## src/rtl/qtable_update_sched_if.sv

```systemverilog
// Bus bundle between the Q-table update scheduler and its neighbours
// (packet source, update engine, auxiliary memory requester).
interface qtable_update_sched_if #(
    parameter int unsigned WORD_WIDTH = 16
);
    // Packet header input
    logic                  pkt_valid;
    logic                  pkt_ready;
    logic [WORD_WIDTH-1:0] pkt_sourceID;
    logic [WORD_WIDTH-1:0] pkt_hops;
    logic [WORD_WIDTH-1:0] pkt_clusterID;
    logic [WORD_WIDTH-1:0] pkt_energy;
    logic [WORD_WIDTH-1:0] pkt_qvalue;
    logic [WORD_WIDTH-1:0] pkt_knownCH;
    logic [2:0]            pkt_type;

    // Engine operands and control
    logic [WORD_WIDTH-1:0] fSourceID;
    logic [WORD_WIDTH-1:0] fSourceHops;
    logic [WORD_WIDTH-1:0] fClusterID;
    logic [WORD_WIDTH-1:0] fEnergyLeft;
    logic [WORD_WIDTH-1:0] fQValue;
    logic [WORD_WIDTH-1:0] fKnownCH;
    logic [2:0]            fPacketType;
    logic                  upd_en;
    logic                  upd_done;

    // Memory bank sharing and status
    logic                  aux_req;
    logic                  aux_grant;
    logic                  mem_sel;
    logic                  busy;
    logic                  timeout_err;
    logic [7:0]            drop_count;
    logic [15:0]           done_count;

    // Environment side: drives headers, engine completion and aux requests
    modport master (
        output pkt_valid, pkt_sourceID, pkt_hops, pkt_clusterID, pkt_energy,
               pkt_qvalue, pkt_knownCH, pkt_type, upd_done, aux_req,
        input  pkt_ready, fSourceID, fSourceHops, fClusterID, fEnergyLeft,
               fQValue, fKnownCH, fPacketType, upd_en, aux_grant, mem_sel,
               busy, timeout_err, drop_count, done_count
    );

    // Scheduler side
    modport slave (
        input  pkt_valid, pkt_sourceID, pkt_hops, pkt_clusterID, pkt_energy,
               pkt_qvalue, pkt_knownCH, pkt_type, upd_done, aux_req,
        output pkt_ready, fSourceID, fSourceHops, fClusterID, fEnergyLeft,
               fQValue, fKnownCH, fPacketType, upd_en, aux_grant, mem_sel,
               busy, timeout_err, drop_count, done_count
    );
endinterface

```

## src/rtl/qtable_update_sched.sv

```systemverilog
// Q-table update scheduler: header FIFO with type filter, one-at-a-time
// engine launch with completion timeout, and round-robin sharing of the
// neighbour/CH memory banks with an auxiliary requester.
module qtable_update_sched #(
    parameter int unsigned WORD_WIDTH = 16,
    parameter int unsigned FIFO_DEPTH = 4,
    parameter int unsigned TIMEOUT    = 64
) (
    input  logic                  clk,
    input  logic                  nrst,
    qtable_update_sched_if.slave  bus
);
    localparam int unsigned PTR_W = $clog2(FIFO_DEPTH);
    localparam int unsigned CNT_W = PTR_W + 1;
    localparam int unsigned TMO_W = (TIMEOUT > 1) ? $clog2(TIMEOUT) : 1;

    typedef struct packed {
        logic [2:0]            ptype;
        logic [WORD_WIDTH-1:0] src_id;
        logic [WORD_WIDTH-1:0] hops;
        logic [WORD_WIDTH-1:0] cluster_id;
        logic [WORD_WIDTH-1:0] energy;
        logic [WORD_WIDTH-1:0] qvalue;
        logic [WORD_WIDTH-1:0] known_ch;
    } hdr_t;

    typedef enum logic [1:0] {
        S_IDLE   = 2'd0,
        S_LAUNCH = 2'd1,
        S_WAIT   = 2'd2,
        S_AUX    = 2'd3
    } state_e;

    state_e             state_q;
    hdr_t               mem_q [FIFO_DEPTH];
    logic [PTR_W-1:0]   wr_ptr_q;
    logic [PTR_W-1:0]   rd_ptr_q;
    logic [CNT_W-1:0]   count_q;
    logic [CNT_W-1:0]   count_d;
    logic               rr_last_q;
    logic [TMO_W-1:0]   wait_cnt_q;

    logic               pkt_ready_q;
    hdr_t               f_q;
    logic               upd_en_q;
    logic               aux_grant_q;
    logic               busy_q;
    logic               timeout_err_q;
    logic [7:0]         drop_cnt_q;
    logic [15:0]        done_cnt_q;

    hdr_t               hdr_in_c;
    logic               type_ok_c;
    logic               push_c;
    logic               drop_c;
    logic               launch_c;
    logic               aux_c;

    // Header capture, filtering, slot arbitration and FIFO occupancy
    always_comb begin
        hdr_in_c            = '0;
        hdr_in_c.ptype      = bus.pkt_type;
        hdr_in_c.src_id     = bus.pkt_sourceID;
        hdr_in_c.hops       = bus.pkt_hops;
        hdr_in_c.cluster_id = bus.pkt_clusterID;
        hdr_in_c.energy     = bus.pkt_energy;
        hdr_in_c.qvalue     = bus.pkt_qvalue;
        hdr_in_c.known_ch   = bus.pkt_knownCH;

        type_ok_c = (bus.pkt_type != 3'b000) && (bus.pkt_type != 3'b111);
        push_c    = bus.pkt_valid && pkt_ready_q && type_ok_c;
        drop_c    = bus.pkt_valid && pkt_ready_q && !type_ok_c;

        // rr_last_q = 1 means aux was served last, so the engine wins a tie
        launch_c  = (state_q == S_IDLE) && (count_q != '0) && (!bus.aux_req || rr_last_q);
        aux_c     = (state_q == S_IDLE) && bus.aux_req && !launch_c;

        count_d = count_q;
        if (push_c && !launch_c) begin
            count_d = count_q + CNT_W'(1);
        end else if (launch_c && !push_c) begin
            count_d = count_q - CNT_W'(1);
        end
    end

    // FIFO storage; contents are don't-care while the entry is unoccupied
    always_ff @(posedge clk) begin
        if (push_c) begin
            mem_q[wr_ptr_q] <= hdr_in_c;
        end
    end

    // FIFO pointers, ready flag and drop counter
    always_ff @(posedge clk) begin
        if (nrst) begin
            wr_ptr_q    <= '0;
            rd_ptr_q    <= '0;
            count_q     <= '0;
            pkt_ready_q <= 1'b1;
            drop_cnt_q  <= '0;
        end else begin
            if (push_c) begin
                wr_ptr_q <= wr_ptr_q + PTR_W'(1);
            end
            if (launch_c) begin
                rd_ptr_q <= rd_ptr_q + PTR_W'(1);
            end
            count_q     <= count_d;
            pkt_ready_q <= (count_d != CNT_W'(FIFO_DEPTH));
            if (drop_c && (drop_cnt_q != 8'hFF)) begin
                drop_cnt_q <= drop_cnt_q + 8'd1;
            end
        end
    end

    // Slot sequencer: launch/wait for the engine or lend the banks to aux
    always_ff @(posedge clk) begin
        if (nrst) begin
            state_q       <= S_IDLE;
            rr_last_q     <= 1'b0;
            wait_cnt_q    <= '0;
            f_q           <= '0;
            upd_en_q      <= 1'b0;
            aux_grant_q   <= 1'b0;
            busy_q        <= 1'b0;
            timeout_err_q <= 1'b0;
            done_cnt_q    <= '0;
        end else begin
            upd_en_q <= 1'b0;
            case (state_q)
                S_IDLE: begin
                    if (launch_c) begin
                        state_q   <= S_LAUNCH;
                        f_q       <= mem_q[rd_ptr_q];
                        rr_last_q <= 1'b0;
                        busy_q    <= 1'b1;
                    end else if (aux_c) begin
                        state_q     <= S_AUX;
                        rr_last_q   <= 1'b1;
                        aux_grant_q <= 1'b1;
                        busy_q      <= 1'b1;
                    end
                end
                S_LAUNCH: begin
                    state_q    <= S_WAIT;
                    upd_en_q   <= 1'b1;
                    wait_cnt_q <= '0;
                end
                S_WAIT: begin
                    if (bus.upd_done) begin
                        state_q    <= S_IDLE;
                        busy_q     <= 1'b0;
                        done_cnt_q <= done_cnt_q + 16'd1;
                    end else if (wait_cnt_q == TMO_W'(TIMEOUT - 1)) begin
                        state_q       <= S_IDLE;
                        busy_q        <= 1'b0;
                        timeout_err_q <= 1'b1;
                    end else begin
                        wait_cnt_q <= wait_cnt_q + TMO_W'(1);
                    end
                end
                S_AUX: begin
                    if (!bus.aux_req) begin
                        state_q     <= S_IDLE;
                        aux_grant_q <= 1'b0;
                        busy_q      <= 1'b0;
                    end
                end
                default: begin
                    state_q <= S_IDLE;
                end
            endcase
        end
    end

    assign bus.pkt_ready   = pkt_ready_q;
    assign bus.fPacketType = f_q.ptype;
    assign bus.fSourceID   = f_q.src_id;
    assign bus.fSourceHops = f_q.hops;
    assign bus.fClusterID  = f_q.cluster_id;
    assign bus.fEnergyLeft = f_q.energy;
    assign bus.fQValue     = f_q.qvalue;
    assign bus.fKnownCH    = f_q.known_ch;
    assign bus.upd_en      = upd_en_q;
    assign bus.aux_grant   = aux_grant_q;
    assign bus.mem_sel     = aux_grant_q;
    assign bus.busy        = busy_q;
    assign bus.timeout_err = timeout_err_q;
    assign bus.drop_count  = drop_cnt_q;
    assign bus.done_count  = done_cnt_q;
endmodule

```

## src/flat_wrapper.sv

```systemverilog
// flat-port wrapper written by rule: the top's interface ports become plain ports
module qtable_update_sched_flat 
#(
    parameter int unsigned WORD_WIDTH = 16,
    parameter int unsigned FIFO_DEPTH = 4,
    parameter int unsigned TIMEOUT    = 64
)
  (clk, nrst, bus_pkt_valid, bus_pkt_sourceID, bus_pkt_hops, bus_pkt_clusterID, bus_pkt_energy, bus_pkt_qvalue, bus_pkt_knownCH, bus_pkt_type, bus_upd_done, bus_aux_req, bus_pkt_ready, bus_fSourceID, bus_fSourceHops, bus_fClusterID, bus_fEnergyLeft, bus_fQValue, bus_fKnownCH, bus_fPacketType, bus_upd_en, bus_aux_grant, bus_mem_sel, bus_busy, bus_timeout_err, bus_drop_count, bus_done_count);
  qtable_update_sched_if #(.WORD_WIDTH(WORD_WIDTH)) bus_i ();
  input  logic clk;
  input  logic nrst;
  input wire logic [$bits(bus_i.pkt_valid)-1:0] bus_pkt_valid;
  input wire logic [$bits(bus_i.pkt_sourceID)-1:0] bus_pkt_sourceID;
  input wire logic [$bits(bus_i.pkt_hops)-1:0] bus_pkt_hops;
  input wire logic [$bits(bus_i.pkt_clusterID)-1:0] bus_pkt_clusterID;
  input wire logic [$bits(bus_i.pkt_energy)-1:0] bus_pkt_energy;
  input wire logic [$bits(bus_i.pkt_qvalue)-1:0] bus_pkt_qvalue;
  input wire logic [$bits(bus_i.pkt_knownCH)-1:0] bus_pkt_knownCH;
  input wire logic [$bits(bus_i.pkt_type)-1:0] bus_pkt_type;
  input wire logic [$bits(bus_i.upd_done)-1:0] bus_upd_done;
  input wire logic [$bits(bus_i.aux_req)-1:0] bus_aux_req;
  output wire logic [$bits(bus_i.pkt_ready)-1:0] bus_pkt_ready;
  output wire logic [$bits(bus_i.fSourceID)-1:0] bus_fSourceID;
  output wire logic [$bits(bus_i.fSourceHops)-1:0] bus_fSourceHops;
  output wire logic [$bits(bus_i.fClusterID)-1:0] bus_fClusterID;
  output wire logic [$bits(bus_i.fEnergyLeft)-1:0] bus_fEnergyLeft;
  output wire logic [$bits(bus_i.fQValue)-1:0] bus_fQValue;
  output wire logic [$bits(bus_i.fKnownCH)-1:0] bus_fKnownCH;
  output wire logic [$bits(bus_i.fPacketType)-1:0] bus_fPacketType;
  output wire logic [$bits(bus_i.upd_en)-1:0] bus_upd_en;
  output wire logic [$bits(bus_i.aux_grant)-1:0] bus_aux_grant;
  output wire logic [$bits(bus_i.mem_sel)-1:0] bus_mem_sel;
  output wire logic [$bits(bus_i.busy)-1:0] bus_busy;
  output wire logic [$bits(bus_i.timeout_err)-1:0] bus_timeout_err;
  output wire logic [$bits(bus_i.drop_count)-1:0] bus_drop_count;
  output wire logic [$bits(bus_i.done_count)-1:0] bus_done_count;
  assign bus_i.pkt_valid = bus_pkt_valid;
  assign bus_i.pkt_sourceID = bus_pkt_sourceID;
  assign bus_i.pkt_hops = bus_pkt_hops;
  assign bus_i.pkt_clusterID = bus_pkt_clusterID;
  assign bus_i.pkt_energy = bus_pkt_energy;
  assign bus_i.pkt_qvalue = bus_pkt_qvalue;
  assign bus_i.pkt_knownCH = bus_pkt_knownCH;
  assign bus_i.pkt_type = bus_pkt_type;
  assign bus_i.upd_done = bus_upd_done;
  assign bus_i.aux_req = bus_aux_req;
  assign bus_pkt_ready = bus_i.pkt_ready;
  assign bus_fSourceID = bus_i.fSourceID;
  assign bus_fSourceHops = bus_i.fSourceHops;
  assign bus_fClusterID = bus_i.fClusterID;
  assign bus_fEnergyLeft = bus_i.fEnergyLeft;
  assign bus_fQValue = bus_i.fQValue;
  assign bus_fKnownCH = bus_i.fKnownCH;
  assign bus_fPacketType = bus_i.fPacketType;
  assign bus_upd_en = bus_i.upd_en;
  assign bus_aux_grant = bus_i.aux_grant;
  assign bus_mem_sel = bus_i.mem_sel;
  assign bus_busy = bus_i.busy;
  assign bus_timeout_err = bus_i.timeout_err;
  assign bus_drop_count = bus_i.drop_count;
  assign bus_done_count = bus_i.done_count;
  qtable_update_sched #(.WORD_WIDTH(WORD_WIDTH), .FIFO_DEPTH(FIFO_DEPTH), .TIMEOUT(TIMEOUT)) u_core (.clk(clk), .nrst(nrst), .bus(bus_i));
endmodule
```

## config.mk

```make
export PLATFORM = sky130hd
export DESIGN_NAME = qtable_update_sched_flat
export DESIGN_NICKNAME = d
export VERILOG_FILES = /design/src/rtl/qtable_update_sched_if.sv /design/src/rtl/qtable_update_sched.sv /design/src/flat_wrapper.sv
export SDC_FILE = /design/constraint.sdc
export NUM_CORES = 1
export LEC_CHECK = 0
export CAP_MARGIN = 20
export CORE_AREA = 10 10 210 212
export DETAILED_ROUTE_END_ITERATION = 7
export DIE_AREA = 0 0 220 222
export PLACE_DENSITY = 0.72
export SYNTH_ARGS = -nofsm -noshare
export SYNTH_HDL_FRONTEND = slang
export SYNTH_SLANG_ARGS = --single-unit
```

## constraint.sdc

```tcl
create_clock -name clk -period 4.7 [get_ports clk]
set_input_delay 0.705 -clock clk [delete_from_list [all_inputs] [get_ports clk]]
set_output_delay 0.705 -clock clk [all_outputs]
set_load 0.05 [all_outputs]
```

; Yosys cells after proc, flatten, opt, wreduce, memory -nomap -nowiden
; Memory sizes are Yosys's and may differ from the RTL's. A register that Yosys moved wholly into a read port is not among the register bits.
; Index checks and enable logic that the tools add are counted.
[totals]
ff_bits = 45
mem_bits_rw = 396
elab_cells = 90
n_memories = 1
[mem_list]
columns = name, words, width, rd, rd_ports_with_merged_regs, write_ports, line_no
row1 = u_core.mem_q, 4, 99, 1, 1, 1, qtable_update_sched.sv:35  ; hdr_t mem_q [FIFO_DEPTH];
[op_classes]
reduce_logical = 31
eq_ne = 14
n_addsub = 7
bitwise = 1
n_mux = 23
[op_table]
columns = op, n
row1 = $add A16 B1 Y16 const B, 1
row2 = $mux W6, 2
row3 = $pmux W6 S2, 1
row4 = $logic_and A1 B1 Y1, 11
row5 = $mux W1, 10
row6 = $mux W2, 5
row7 = $reduce_and A3 Y1, 3
row8 = $reduce_bool A3 Y1, 3
row9 = $add A8 B1 Y8 const B, 1
row10 = $ne A2 B2 Y1 const B, 4
row11 = $ne A8 B8 Y1 const B, 1
row12 = $pmux W2 S4, 1
row13 = $reduce_and A4 Y1, 2
row14 = $add A6 B1 Y6 const B, 1
row15 = $eq A6 B6 Y1 const B, 1
row16 = $mux W3, 2
row17 = $ne A3 B3 Y1 const B, 2
row18 = $reduce_and A2 Y1, 3
row19 = $reduce_bool A2 Y1, 3
row20 = $add A2 B1 Y2 const B, 2
row21 = $eq A2 B2 Y1 const B, 2
row22 = $logic_not A1 Y1, 4
row23 = $add A3 B1 Y3 const B, 1
row24 = $ne A3 B1 Y1 const B, 1
row25 = other kinds (9), 9

; Depth between registers and ports, before layout
[logic_depth]
word_depth = 8
mapped_depth = 8
depth_no_buf = 7

; Least setup slack after synthesis
; OpenSTA, ideal clock, no wires.
[synth_timing]
kind = input -> register
from = in bus_pkt_type[2]
to = mem u_core.mem_q[1][0] (netlist bit), enable pin
setup_time_ns = 0.469
arrival_time_ns = 3.543
setup_slack_ns = 0.688
path_buffers = 1
path_stages = 4
cell_sequence = and3_4 > nor3_4 > buf_6 > and2_1
[synth_between]
elab_chain_len = 5
elab_cells_between_ends = 6
classes_between = 1 x eq/ne / 2 x mux / 3 x reduce/logical
[synth_rtl]
columns = item, line_no
row1 = "start, declared", flat_wrapper.sv:19  ; input wire logic [$bits(bus_i.pkt_type)-1:0] bus_pkt_type;
row2 = $ne A3 B3 Y1 or $reduce_bool A3 Y1 (tied branches), qtable_update_sched.sv:70  ; type_ok_c = (bus.pkt_type != 3'b000) && (bus.pkt_type != 3'b111);
row3 = $logic_and A1 B1 Y1 (*), qtable_update_sched.sv:70
row4 = $logic_and A1 B1 Y1 (*), qtable_update_sched.sv:71  ; push_c = bus.pkt_valid && pkt_ready_q && type_ok_c;
row5 = $mux W1 (*), qtable_update_sched.sv:88  ; if (push_c) begin
row6 = $mux W1 (implied by the code) (*), qtable_update_sched.sv:89  ; mem_q[wr_ptr_q] <= hdr_in_c;
row7 = "end, declared", qtable_update_sched.sv:35
; Every way passes the cells marked *; elsewhere a longest branch is shown, timed or not.

; Worst setup path after layout
[layout_timing]
from = in bus_pkt_type[2]
to = mem u_core.mem_q[1][15] (netlist bit), enable pin
; The elaborated chain is that of the path after synthesis.

==> PnR_summary.wiki <==
{| class="wikitable"
! Metric !! Value
|-
| CTS sink count || 540
|-
| Reg-to-reg critical path startpoint || u_core.count_q[0]$_SDFF_PP0_
|-
| Maximum clock skew at final layout || 13.0 ps
|-
| Maximum number of buffers from clock root to sink || 3
|-
| Rows || 73
|-
| Element type at the critical path start || input pin
|-
| Power per unit of standard cell area || approximately 560 mW/mm^2
|-
| Yosys reg bits || 540
|-
| Post-cts hold buffer count || 0
|-
| End of the worst register-to-register path || u_core.bus.aux_grant$_SDFFE_PP0P_
|-
| Starting density of the core || between 40 and 50%
|-
| Placed Cells incl. Taps || around 1900
|-
| Hold-critical path endpoint || u_core.bus.fClusterID[14]$_SDFFE_PP0P_
|-
| Peak clock frequency supported by timing || ~0.36 GHz
|-
| Kind of critical path || input pin to register
|-
| I/O Pins || approximately 230
|-
| Final estimated routing congestion in global placement || approximately 0.75
|-
| Hold_ws || around 460 ps
|-
| Critical Path Slowest Stage Cell || sky130_fd_sc_hd__and2_4
|-
| Via count of the first global-routing pass || 11037
|-
| RSZ-0062 raised after global routing || no
|-
| Total global-route track usage || between 10% and 20%
|-
| Count of unique library cells instantiated by Yosys || between 40 and 50
|-
| Total overflow reported by the global router || 0
|-
| Number of pins with negative max-slew slack in the final report || 0
|-
| Floorplan die width || between 200 and 250 microns
|-
| Part of the Yosys area used for sequential elements || between 70 and 80%
|-
| Number of buffers created by CTS || 52
|-
| Fin. Hold Viols || 0
|-
| Depth of the worst register-to-register path || 8
|-
| Fraction of synthesis flops using an asynchronous set or reset pin || 0%
|-
| Share of layout cells above drive strength 1 || between 10% and 20%
|-
| Share of the cycle needed by the critical path after routing || 59.6%
|-
| Largest net degree at the start of global routing || 79
|-
| Worst hold-check path type || register to register
|-
| Data required time at the worst endpoint || approximately 4900 ps
|-
| Worst path max stage delay || about 600 ps
|-
| Number of fill cells || between 2000 and 3000
|-
| Max-cap violations || 0
|-
| Post-CTS clock slew at the launch and capture registers of the worst setup and hold paths || approximately 60 ps
|-
| First-pass GRT wire length || 64700 microns
|-
| DRC violation count after routing || 0
|-
| Warnings from Yosys || 0
|-
| Max-slew headroom at the worst pin || between 30% and 40%
|-
| Vert. Die Dim || approximately 220 microns
|-
| Final setup viols || 0
|-
| Drt first pass iters || 5
|-
| Quantity of gates resized following cts || 0
|-
| Post-DR wirelength/cell || between 20 and 25 microns
|-
| Chain of cells forming the critical path || clkdlybuf4s50_1 > and3_4 > nor3_4 > and2_4 > buf_12
|-
| DR iter-0 viols || between 800 and 900
|-
| Most used DFF post-synth || sky130_fd_sc_hd__edfxtp_1
|-
| Detailed-placement wirelength estimate || 26200 microns
|-
| DIE AREA || 0.0488 sq mm
|-
| Slew @ Worst Pin || roughly 950 ps
|-
| Status || complete, no violations
|-
| Cell count of the worst hold path || 2
|-
| Vias per Instance || around 5.4
|-
| Count of nets left with antenna violations after detail routing || 0
|-
| Maximum VDD drop || between 300 and 400 uV
|-
| Final min period || around 2800 ps
|-
| Final cell count without fillers || ~2000
|-
| Gate Count Post-Synth || about 1200
|-
| Hold_sp || u_core.bus.fClusterID[14]$_SDFFE_PP0P_
|-
| Endpoint kind of the worst setup timing path || register
|-
| Number of antenna violations at the first check in global routing || 9
|-
| Leakage || approximately 0.0077 uW
|-
| CTS tree || done
|-
| Setup slack on the worst flop-to-flop path || 2080 ps
|-
| I/O Buffers || roughly 230
|-
| Worst EP arrival || between 3000 and 4000 ps
|-
| Worst path setup slack after routing || 1900 ps
|-
| Setup Slack @ Placement || 1270 ps
|-
| Number of enable-type register cells in the synthesized netlist || a little under 400
|-
| Number of buffers added for setup after CTS || 0
|-
| Level count of the clock H-tree || 2
|-
| Synthesized Nets || 1306
|-
| Cell area after synthesis || slightly below 0.02 sq mm
|-
| Cell at the root of the clock tree || sky130_fd_sc_hd__clkbuf_16
|-
| Area delta synth->final || 22.9%
|-
| Number of nets in the layout || around 1500
|-
| Setup TNS || 0 ps
|-
| Avg Cell Area, Syn || ~17 sq um
|-
| Worst-Skew Late Latency || roughly 580 ps
|-
| Core box area || between 0.03 and 0.04 sq mm
|-
| Final wirelength || 42000 microns
|-
| Via total after detailed routing || 10846
|-
| Crit Path Max Fanout || between 40 and 50
|}
## routing by layer
| layer | part of all wire (%) | wire (microns) | track usage [%] | vias up |
|---|---|---|---|---|
| li1 | - | - | - | 4979 |
| met1 | 42 | 17600 | 21.8 | 5508 |
| met2 | 48 | 20300 | 27.5 | 276 |
| met3 | 7.8 | 3270 | 5.57 | 71 |
| met4 | 1.7 | 696 | 4.16 | 12 |
| met5 | 0.19 | 79 | 0 | - |
## flip-flops by register name, summed over array words and instances, names as in the netlist, 3 cells and up
name / count
u_core.bus.drop_count: 8
u_core.bus.fQValue: 16
u_core.mem_q: 396
u_core.count_q: 3
u_core.bus.fClusterID: 16
u_core.bus.fEnergyLeft: 16
u_core.bus.fSourceID: 16
u_core.bus.fPacketType: 3
u_core.bus.fSourceHops: 16
u_core.wait_cnt_q: 6
u_core.bus.done_count: 16
u_core.bus.fKnownCH: 16
## cell families (layout without fill, tap and decap cells)
| family | Yosys count | after routing | synth area share [%] |
|---|---|---|---|
| flip-flops | 540 | 540 | 74.9 |
| AND/OR/NAND/NOR | 309 | 309 | 6.64 |
| AO/OA/AOI/OAI | 128 | 128 | 3.49 |
| multiplexers | 101 | 101 | 11.4 |
| buffers and inverters | 73 | 354 | 1.59 |
| XOR/XNOR | 31 | 31 | 1.38 |
| adder cells (fa/ha/maj) | 10 | 10 | 0.634 |
| other | 0 | 4 | 0 |
## layout by cell type (no fill, tap or decap), drive strengths merged, types with 5 or more instances in the layout
master,instances
a21oi,106
and3,8
buf,17
clkbuf,71
clkdlybuf4s50,231
clkinv,19
dfxtp,144
edfxtp,396
ha,10
inv,10
mux4,99
nand2,215
nand3,13
nand4,5
nor2,44
o21ai,6
xnor2,18
xor2,13
## worst max-delay path by stage
stage	slack (ps)	from	end
final	1900	bus_pkt_type[2]	u_core.mem_q[1][15]$_DFFE_PP_
after global routing	1760	u_core.count_q[0]$_SDFF_PP0_	u_core.bus.aux_grant$_SDFFE_PP0P_
after CTS	1880	bus_pkt_type[2]	u_core.mem_q[1][12]$_DFFE_PP_
after detailed placement	1270	bus_pkt_type[2]	u_core.mem_q[0][37]$_DFFE_PP_
after global placement	1320	bus_pkt_type[2]	u_core.mem_q[0][51]$_DFFE_PP_
after floorplan	690	bus_pkt_type[2]	u_core.mem_q[1][0]$_DFFE_PP_
## area by class of cell
class / count / area [sq um] / area share (%)
Tap cell: 525 / 657 / 2.71
Clock inverter: 25 / 175 / 0.722
Multi-Input combinational cell: 579 / 4670 / 19.2
Clock buffer: 71 / 1410 / 5.83
Timing Repair Buffer: 248 / 2510 / 10.4
Inverter: 10 / 37.5 / 0.155
Antenna cell: 4 / 10.0 / 0.0413
Sequential cell: 540 / 14800 / 60.9
## stage by stage
stage / instance area (sq um) / utilization, % / power, uW
4_1_cts: 24200 / 61.2 / 13700
6_report: 24300 / 61.2 / 13500
2_1_floorplan: 19700 / - / 8580
3_3_place_gp: 22700 / 57.2 / 9730
3_5_place_dp: 22700 / 57.2 / 9760
5_1_grt: 24200 / 61.2 / 14100
## worst max-delay path: cells and delay by family
kind	cells	cell delay (ps)
AND/OR/NAND/NOR	3	1340
buffers and inverters	2	890
## where the power goes
group | total (uW) | leakage [uW] | internal (uW) | switching [uW]
Combinational | 3590 | 0.00216 | 1420 | 2170
Clock | 3910 | 0.000775 | 2210 | 1700
Sequential | 6020 | 0.00479 | 5660 | 355
## synth_stat cells (all sizes together) (4+ instances only)
library cell  number  area share [%]
clkbuf            33            0.63
nor2              44            0.85
a31oi              4            0.13
a21oi            106             2.7
and3               8            0.28
xor2              13            0.58
o21ai              6            0.17
nand4              5            0.16
edfxtp           396              60
ha                10            0.63
nor3               4            0.18
mux4              99              11
inv               10            0.19
dfxtp            144              15
nand2            215             4.1
buf               30            0.77
nand3             13            0.36
xnor2             18            0.80
and2               4            0.13
nand2b             4            0.13
No activity file was read; power rests on OpenSTA's default activity.
